<file path="src/rtl/pipelined_shifter.sv">
// rtl/pipelined_shifter.sv - fully pipelined barrel shifter (SLL/SRL/SRA, optional ROR)
//
// Purpose:
//    One register stage per shift-amount bit. Stage k shifts by 2^k when bit k of
//    the carried shift amount is set, LSB stage first. Latency is SHAMT_W cycles
//    regardless of mode or amount. A single global advance enable moves the whole
//    pipeline or freezes it; bubbles are not collapsed while stalled.
//
// Configuration macro:
//    SHIFTER_ROTATE_EN  - when defined, ctrl_mode=11 rotates right; otherwise it
//                         decodes as SLL and no rotate datapath exists.
//
// Ports:
//    clock          in   1        rising-edge clock
//    reset          in   1        synchronous, active-high reset
//    in_valid       in   1        operand/control valid this cycle
//    in_ready       out  1        shifter accepts input this cycle
//    data_operandA  in   WIDTH    value to shift
//    ctrl_shiftamt  in   SHAMT_W  shift amount, 0..WIDTH-1
//    ctrl_mode      in   2        00 SLL, 01 SRL, 10 SRA, 11 ROR/SLL
//    out_valid      out  1        data_result valid
//    out_ready      in   1        consumer accepts result this cycle
//    data_result    out  WIDTH    shifted result
module pipelined_shifter #(
   parameter int WIDTH   = 32,
   parameter int SHAMT_W = $clog2(WIDTH)
) (
   input  logic               clock,
   input  logic               reset,
   input  logic               in_valid,
   output logic               in_ready,
   input  logic [WIDTH-1:0]   data_operandA,
   input  logic [SHAMT_W-1:0] ctrl_shiftamt,
   input  logic [1:0]         ctrl_mode,
   output logic               out_valid,
   input  logic               out_ready,
   output logic [WIDTH-1:0]   data_result
);

   localparam logic [1:0] MODE_SRL = 2'b01;
   localparam logic [1:0] MODE_SRA = 2'b10;
`ifdef SHIFTER_ROTATE_EN
   localparam logic [1:0] MODE_ROR = 2'b11;
`endif

   logic [WIDTH-1:0]   stage_data  [SHAMT_W];
   logic [SHAMT_W-1:0] stage_shamt [SHAMT_W];
   logic [1:0]         stage_mode  [SHAMT_W];
   logic [SHAMT_W-1:0] stage_valid;

   // Per-stage inputs: stage 0 sees the ports, stage k sees stage k-1's register.
   logic [WIDTH-1:0]   src_data  [SHAMT_W];
   logic [SHAMT_W-1:0] src_shamt [SHAMT_W];
   logic [1:0]         src_mode  [SHAMT_W];
   logic [SHAMT_W-1:0] src_valid;
   logic [WIDTH-1:0]   next_data [SHAMT_W];

   logic adv;

   // SRA stays correct across stages because every arithmetic stage preserves
   // the MSB, so the original sign keeps propagating down the pipeline.
   function automatic logic [WIDTH-1:0] shift_by(input logic [WIDTH-1:0] d,
                                                 input logic [1:0]       mode,
                                                 input int unsigned      amt);
`ifdef SHIFTER_ROTATE_EN
      logic [2*WIDTH-1:0] dd;
`endif
      case (mode)
         MODE_SRL: return d >> amt;
         MODE_SRA: return $signed(d) >>> amt;
`ifdef SHIFTER_ROTATE_EN
         MODE_ROR: begin
            dd = {d, d} >> amt;
            return dd[WIDTH-1:0];
         end
`endif
         default:  return d << amt;
      endcase
   endfunction

   assign out_valid   = stage_valid[SHAMT_W-1];
   assign data_result = stage_data[SHAMT_W-1];
   assign adv         = out_ready | ~out_valid;
   assign in_ready    = adv;

   always_comb begin
      src_data[0]  = data_operandA;
      src_shamt[0] = ctrl_shiftamt;
      src_mode[0]  = ctrl_mode;
      src_valid[0] = in_valid;
      for (int k = 1; k < SHAMT_W; k++) begin
         src_data[k]  = stage_data[k-1];
         src_shamt[k] = stage_shamt[k-1];
         src_mode[k]  = stage_mode[k-1];
         src_valid[k] = stage_valid[k-1];
      end
      for (int k = 0; k < SHAMT_W; k++) begin
         next_data[k] = src_shamt[k][k] ? shift_by(src_data[k], src_mode[k], 1 << k)
                                        : src_data[k];
      end
   end

   always_ff @(posedge clock) begin
      if (reset) begin
         stage_valid <= '0;
         for (int k = 0; k < SHAMT_W; k++) begin
            stage_data[k]  <= '0;
            stage_shamt[k] <= '0;
            stage_mode[k]  <= '0;
         end
      end else if (adv) begin
         stage_valid <= src_valid;
         for (int k = 0; k < SHAMT_W; k++) begin
            stage_data[k]  <= next_data[k];
            stage_shamt[k] <= src_shamt[k];
            stage_mode[k]  <= src_mode[k];
         end
      end
   end

endmodule

</file>
<file path="config.mk">
export PLATFORM = sky130hd
export DESIGN_NAME = pipelined_shifter
export DESIGN_NICKNAME = d
export VERILOG_FILES = /design/src/rtl/pipelined_shifter.sv
export SDC_FILE = /design/constraint.sdc
export NUM_CORES = 1
export LEC_CHECK = 0
export BUFFER_PORTS_ARGS = -buffer_cell sky130_fd_sc_hd__buf_2
export CAP_MARGIN = 20
export CORE_ASPECT_RATIO = 0.9
export CORE_MARGIN = 4
export CORE_UTILIZATION = 60
export CTS_CLUSTER_SIZE = 10
export DETAILED_ROUTE_END_ITERATION = 16
export HOLD_SLACK_MARGIN = 0.08
export PLACE_DENSITY = 0.8
export SETUP_SLACK_MARGIN = 0.05
export SLEW_MARGIN = 40
export SYNTH_ARGS = -nofsm -noshare
export SYNTH_HDL_FRONTEND = slang
export SYNTH_SLANG_ARGS = --single-unit
</file>
<file path="constraint.sdc">
create_clock -name clock -period 12.1 [get_ports clock]
set_clock_uncertainty 0.1 [all_clocks]
set_input_delay 1.21 -clock clock [delete_from_list [all_inputs] [get_ports clock]]
set_output_delay 1.21 -clock clock [all_outputs]
set_load 0.01 [all_outputs]
</file>
==> run summary, run 1 <==
portion of synthesized cell area occupied by the leading cell type: 57.1%
most used flip-flop cell after synthesis: sky130_fd_sc_hd__edfxtp_1
path type of the worst min-delay path: reg2reg
total number of placement rows: 43
area occupied by registers: 5450 sq um
Finish-stage setup viols: 0
leading cell type in the layout, fill and taps excluded: sky130_fd_sc_hd__edfxtp_1
synthesized net count: 876
Cell Pwr Density: 142 nW/um^2
worst endpoint data arrival time: 2.55 ns
CTS H-Tree Depth: 4
Tot Pwr: 1.46 mW
Syn Inst Count: 823
CTS tree: done
number of clock sinks seen by CTS: 183
top cells by area in the synthesized netlist: sky130_fd_sc_hd__edfxtp_1, sky130_fd_sc_hd__a22oi_1, sky130_fd_sc_hd__a211oi_1
setup repair bufs after CTS: 0
initial cell density of the core: 61.1%
worst setup path start: out_ready
async set-or-reset flop fraction in the synthesized netlist: 0%
clock root cell: sky130_fd_sc_hd__clkbuf_16
net count of the finished layout: 894
leakage component of the power: 3.65 nW
final-layout fill cell count: 1140
Ys Warns: 0
unrepaired setup endpoints after global routing: false
half-perimeter wire length after placement: 12400 microns
detailed-routed wire length on met2: 9300 microns
number of buffers created by CTS: 17
part of the Yosys area used for sequential elements: 58.2%
Die W: 140 microns
startpoint of the most critical register-to-register path: stage_valid[4]$_SDFFE_PP0P_
antenna cell count: 0
Multi-input gate area: 3440 sq um
drt initial violations: 378
commonest cells after routing, fill and taps aside: sky130_fd_sc_hd__edfxtp_1, sky130_fd_sc_hd__nor2_1, sky130_fd_sc_hd__a22oi_1, sky130_fd_sc_hd__a211oi_1, sky130_fd_sc_hd__buf_2
FF+latch count, synth: 183
number of antenna violations at the first check in global routing: 0
worst setup path category: in2out
total via count after detailed routing: 6621
wire length of the first global-routing pass: 29400 microns
slew at the pin closest to its max-slew limit: 0.782 ns
number of pins with negative max-slew slack in the final report: 0
Post-DRT Antenna Nets: 0
wire length on met1: 7290 microns
number of port buffers: 76
kind of launch point of the worst setup path: input pin
status: complete, no violations
Crit. End Element: primary output
DIE HEIGHT: 127 microns
shortest period the worst path allows: 3.86 ns
period utilisation layout: 31.9%
I/O pin total: 77
top routing layer in use: met4
Rel. slew slack: 47.9%
post-synthesis cell type count: 30
data required time at the worst endpoint: 10.79 ns
beginning of the worst hold path: stage_valid[3]$_SDFFE_PP0P_
Gates resized, CTS repair: 0
post-synthesis instance area: 9360 sq um
maximum clock path buffer count: 2
total die area: 17700 sq um
Detail Route met3 WL: 951 microns
average wire length per cell after detail routing: 17.1 microns
via count of the first global-routing pass: 6097
Avg Synthesized Cell Area: 11.4 sq um
fraction of final layout cells sized beyond drive strength 1: 19.5%
maximum net fanout on the critical path: 21
achievable frequency: 0.259 GHz
Worst-path clk slew: 0.06 ns
clock latency reported for the late side of the worst-skew pair: 0.42 ns
Max rail drop VDD: 0.104 mV
post-detailed-route via-to-cell ratio: 6.28
total of max-cap violations: 0
number of search-and-repair iterations in the first detailed-routing pass: 5
total congestion overflow: 0
area of the core: 15300 sq um
number of enable-type register cells in the synthesized netlist: 178
global-route usage over all layers: 20.3%
pin count of the biggest net entering global routing: 96
hold buffers post-CTS: 0
hold violation total from the final report: 0
synth-to-layout area growth: 9.27%
most area-hungry cell type in the Yosys netlist: sky130_fd_sc_hd__edfxtp_1
final estimated routing congestion in global placement: 0.938
final setup TNS: 0 ns
total DRC errors in the routed layout: 0
final WL: 18000 microns
## sequential cells by signal, indices dropped and copies added, names as in the netlist
register     count
stage_data     160
stage_mode       8
stage_shamt     10
stage_valid      5
## cells by family (layout without fill, tap and decap cells)
| kind of cell | after synthesis | after routing | share of synthesized area (%) |
|---|---|---|---|
| and+or+nand+nor | 225 | 225 | 9.81 |
| DFF | 183 | 183 | 58.2 |
| buffers and inverters | 101 | 130 | 5.34 |
| AOI/OAI and AO/OA | 304 | 304 | 25.4 |
| adders and majority gates | 10 | 10 | 1.34 |
## cell type report
class / instances / share of cell area [%]
repair buffers: 83 / 4.37
well taps: 202 / 2.47
clock inverters: 13 / 1.53
multi-input cells: 539 / 33.6
clock buffers: 17 / 4.16
flip-flops and latches: 183 / 53.2
inverters: 17 / 0.636
## cell usage after synthesis, types with 6 or more instances
library cell and number:
sky130_fd_sc_hd__ha_1 10, sky130_fd_sc_hd__a22oi_1 98, sky130_fd_sc_hd__edfxtp_1 178, sky130_fd_sc_hd__nor2b_1 6, sky130_fd_sc_hd__o21ai_0 20, sky130_fd_sc_hd__clkbuf_1 43
sky130_fd_sc_hd__nand2_1 51, sky130_fd_sc_hd__and2_1 10, sky130_fd_sc_hd__inv_1 14, sky130_fd_sc_hd__o2111ai_1 16, sky130_fd_sc_hd__a211oi_2 41, sky130_fd_sc_hd__a211oi_1 79
sky130_fd_sc_hd__buf_6 10, sky130_fd_sc_hd__nor3_1 15, sky130_fd_sc_hd__a21oi_1 40, sky130_fd_sc_hd__nor2_1 135, sky130_fd_sc_hd__buf_2 26
## critical path: stages
cell	delay [ns]
sky130_fd_sc_hd__buf_2	0.09
sky130_fd_sc_hd__nor2b_1	0.52
sky130_fd_sc_hd__clkinv_2	0.45
sky130_fd_sc_hd__buf_2	0.26
## stage by stage
| step | setup slack [ns] | hold slack (ns) | cells | util [%] | cell area (sq um) |
|---|---|---|---|---|---|
| CTS | 8.26 | 0.357 | 1054 | 66.6 | 10200 |
| floorplan | 5.94 | 0.332 | 823 | - | 9360 |
| finish | 8.24 | 0.355 | 1054 | 66.7 | 10200 |
| global route | 8.07 | 0.376 | 1054 | 66.7 | 10200 |
| global placement | 7.87 | 0.339 | 1023 | 62.7 | 9620 |
| detailed placement | 7.88 | 0.349 | 1024 | 62.8 | 9640 |
## report_power, final
part / internal, mW / switching [mW]
sequential: 0.737 / 0.0294
clock: 0.322 / 0.221
combinational: 0.0570 / 0.0898
## final timing paths
| kind | end | slack, ns | cells after the start |
|---|---|---|---|
| setup / recovery | in_ready | 8.24 | 4 |
| hold / removal | stage_valid[3]$_SDFFE_PP0P_ | 0.36 | 2 |
| setup reg to reg | stage_data[0][29]$_SDFFCE_PN0P_ | 8.82 | 5 |
| hold reg to reg | stage_valid[3]$_SDFFE_PP0P_ | 0.36 | 2 |
## routing by layer
layer	up-vias	GRT usage [%]
met5	-	0
met4	0	9.80
met3	31	3.54
met2	261	36.3
met1	3127	23.9
li1	3202	-
(Power assumes the default switching activity.)
==> run 2: changes to the inputs <==
--- a/config.mk
+++ b/config.mk
@@ -9,11 +9,11 @@
 export CAP_MARGIN = 20
 export CORE_ASPECT_RATIO = 0.9
 export CORE_MARGIN = 4
-export CORE_UTILIZATION = 60
+export CORE_UTILIZATION = 54
 export CTS_CLUSTER_SIZE = 10
 export DETAILED_ROUTE_END_ITERATION = 16
 export HOLD_SLACK_MARGIN = 0.08
-export PLACE_DENSITY = 0.8
+export PLACE_DENSITY = 0.76
 export SETUP_SLACK_MARGIN = 0.05
 export SLEW_MARGIN = 40
 export SYNTH_ARGS = -nofsm -noshare
==> constraint.sdc (replaced) <==
create_clock -name clock -period 3.1 [get_ports clock]
set_clock_uncertainty 0.1 [all_clocks]
set_input_delay 0.31 -clock clock [delete_from_list [all_inputs] [get_ports clock]]
set_output_delay 0.31 -clock clock [all_outputs]
set_load 0.01 [all_outputs]
==> run 2 against run 1 <==
Sequential share of layout area down 1.3 points; clock-buffer cell count rose by 1; worst hold slack lost 0.23 ns; non-clock buffer count rose by 20; global-route usage is 1.2 points lower; cell count is 5.2% higher; die area is 10% higher; core utilization decreased by 4.9 points; sequential power grew to 3.9 times the previous value; cell area is 2.4% higher; flip-flop and latch count did not move; critical path depth increased by 2; critical path type is now reg2reg; critical endpoint is now stage_data[0][71]$_SDFFCE_PN0P_; highest routed layer unchanged.
==> run summary, run 2 (synthesis gave the netlist of run 1 again) <==
status: complete, no violations
area of the core: 16900 sq um
synth-to-layout area growth: 11.9%
final estimated routing congestion in global placement: 0.845
final WL: 18700 microns
number of buffers created by CTS: 17
Cell Pwr Density: 548 nW/um^2
path type of the worst min-delay path: in2reg
worst setup path category: reg2reg
hold violation total from the final report: 0
clock latency reported for the late side of the worst-skew pair: 0.43 ns
number of port buffers: 76
end point of the most critical hold path: stage_mode[0][1]$_SDFFCE_PN0P_
max FFs per register: 160
total DRC errors in the routed layout: 0
Die W: 147 microns
clock root cell: sky130_fd_sc_hd__clkbuf_16
area of all placed cells without fillers: 10500 sq um
total number of placement rows: 45
maximum clock path buffer count: 2
leakage component of the power: 3.77 nW
Multi-input gate area: 3430 sq um
average wire length per cell after detail routing: 16.9 microns
half-perimeter wire length after placement: 12600 microns
Rel. slew slack: 50.7%
fraction of final layout cells sized beyond drive strength 1: 20.3%
register with the highest flop count: stage_data
slew at the pin closest to its max-slew limit: 0.740 ns
antenna cell count: 0
net count of the finished layout: 914
post-place setup slack: 0.706 ns
shortest period the worst path allows: 2.31 ns
total of max-cap violations: 0
number of search-and-repair iterations in the first detailed-routing pass: 5
worst endpoint data arrival time: 2.37 ns
Post-DRT Antenna Nets: 0
number of pins with negative max-slew slack in the final report: 0
post-detailed-route via-to-cell ratio: 6.00
endpoint of the most critical register-to-register path: stage_data[0][71]$_SDFFCE_PN0P_
total congestion overflow: 0
total via count after detailed routing: 6654
area after detailed placement: 9850 sq um
kind of launch point of the worst setup path: flop
commonest cells after routing, fill and taps aside: sky130_fd_sc_hd__edfxtp_1, sky130_fd_sc_hd__nor2_1, sky130_fd_sc_hd__a22oi_1, sky130_fd_sc_hd__a211oi_1, sky130_fd_sc_hd__buf_2
leading cell type in the layout, fill and taps excluded: sky130_fd_sc_hd__edfxtp_1
total die area: 19500 sq um
via count of the first global-routing pass: 6078
reg2reg path depth: 6
DIE HEIGHT: 133 microns
global-route usage over all layers: 19.2%
unrepaired setup endpoints after global routing: false
CTS tree: done
final setup TNS: 0 ns
pin count of the biggest net entering global routing: 61
achievable frequency: 0.433 GHz
Crit. End Element: flop
I/O pin total: 77
startpoint of the most critical register-to-register path: stage_valid[4]$_SDFFE_PP0P_
initial cell density of the core: 55.3%
maximum net fanout on the critical path: 55
data required time at the worst endpoint: 3.16 ns
period utilisation layout: 74.5%
Max rail drop VDD: 0.372 mV
final worst setup slack: 0.791 ns
wire length of the first global-routing pass: 30200 microns
number of antenna violations at the first check in global routing: 0
drt initial violations: 570
Worst-path clk slew: 0.07 ns
CTS H-Tree Depth: 4
Top Registers: stage_data x160, stage_shamt x10, stage_mode x8
beginning of the worst hold path: ctrl_mode[1]
Hold Crit Depth: 3
final-layout fill cell count: 1342
Gates resized, CTS repair: 0
area occupied by registers: 5450 sq um
minimum setup slack among reg-to-reg paths: 0.79 ns
number of clock sinks seen by CTS: 183
Finish-stage setup viols: 0
run 2: how the worst max path moves through the flow:
stage,from,to,cells past startpoint
6_report,stage_valid[4]$_SDFFE_PP0P_,stage_data[0][71]$_SDFFCE_PN0P_,6
5_1_grt,stage_valid[4]$_SDFFE_PP0P_,stage_data[0][71]$_SDFFCE_PN0P_,6
4_1_cts,stage_valid[4]$_SDFFE_PP0P_,stage_data[0][71]$_SDFFCE_PN0P_,6
3_5_place_dp,out_ready,stage_data[0][71]$_SDFFCE_PN0P_,7
3_3_place_gp,out_ready,stage_data[0][71]$_SDFFCE_PN0P_,7
2_1_floorplan,stage_valid[4]$_SDFFE_PP0P_,stage_data[0][0]$_SDFFCE_PN0P_,3
run 2: layout make-up:
cell class              count  area share (%)
inverters                  17           0.621
clock buffers              18            4.09
clock inverters            14            1.50
flip-flops and latches    183            51.9
repair buffers            103            6.28
multi-input cells         539            32.8
well taps                 235            2.80
run 2: per-stage QoR:
step           hold slack, ns  util [%]  instances  power, mW
3_5_place_dp            0.349      58.1       1072       3.63
6_report                0.127      61.9       1109       5.74
3_3_place_gp            0.344      58.1       1072       3.61
2_1_floorplan           0.332         -        823       3.45
4_1_cts                 0.108      61.9       1109       5.77
5_1_grt                 0.147      61.9       1109       5.95
run 2: worst max-delay path, cell delays in order, from the launching register on:
cell	delay [ns]
sky130_fd_sc_hd__dfxtp_1	0.32
sky130_fd_sc_hd__nor2b_1	0.14
sky130_fd_sc_hd__buf_4	0.18
sky130_fd_sc_hd__clkinv_2	0.26
sky130_fd_sc_hd__nand2b_4	0.63
sky130_fd_sc_hd__buf_4	0.32
sky130_fd_sc_hd__a211oi_1	0.07
run 2: timing repair:
action	in CTS	in global routing
hold buffers	5	0
setup buffers	0	0
hold endpoints to repair	5	0
run 2: routing by layer:
| layer | GRT usage (%) | up-vias | wire [microns] |
|---|---|---|---|
| li1 | - | 3241 | - |
| met1 | 24.1 | 3071 | 7920 |
| met2 | 31.4 | 284 | 8910 |
| met3 | 3.94 | 58 | 1150 |
| met4 | 10.2 | 0 | 715 |
| met5 | 0 | - | 0 |
run 2: report_power, final:
part / total (mW) / internal, mW / switching (mW)
sequential: 3.00 / 2.88 / 0.122
clock: 2.15 / 1.26 / 0.895
combinational: 0.588 / 0.238 / 0.350
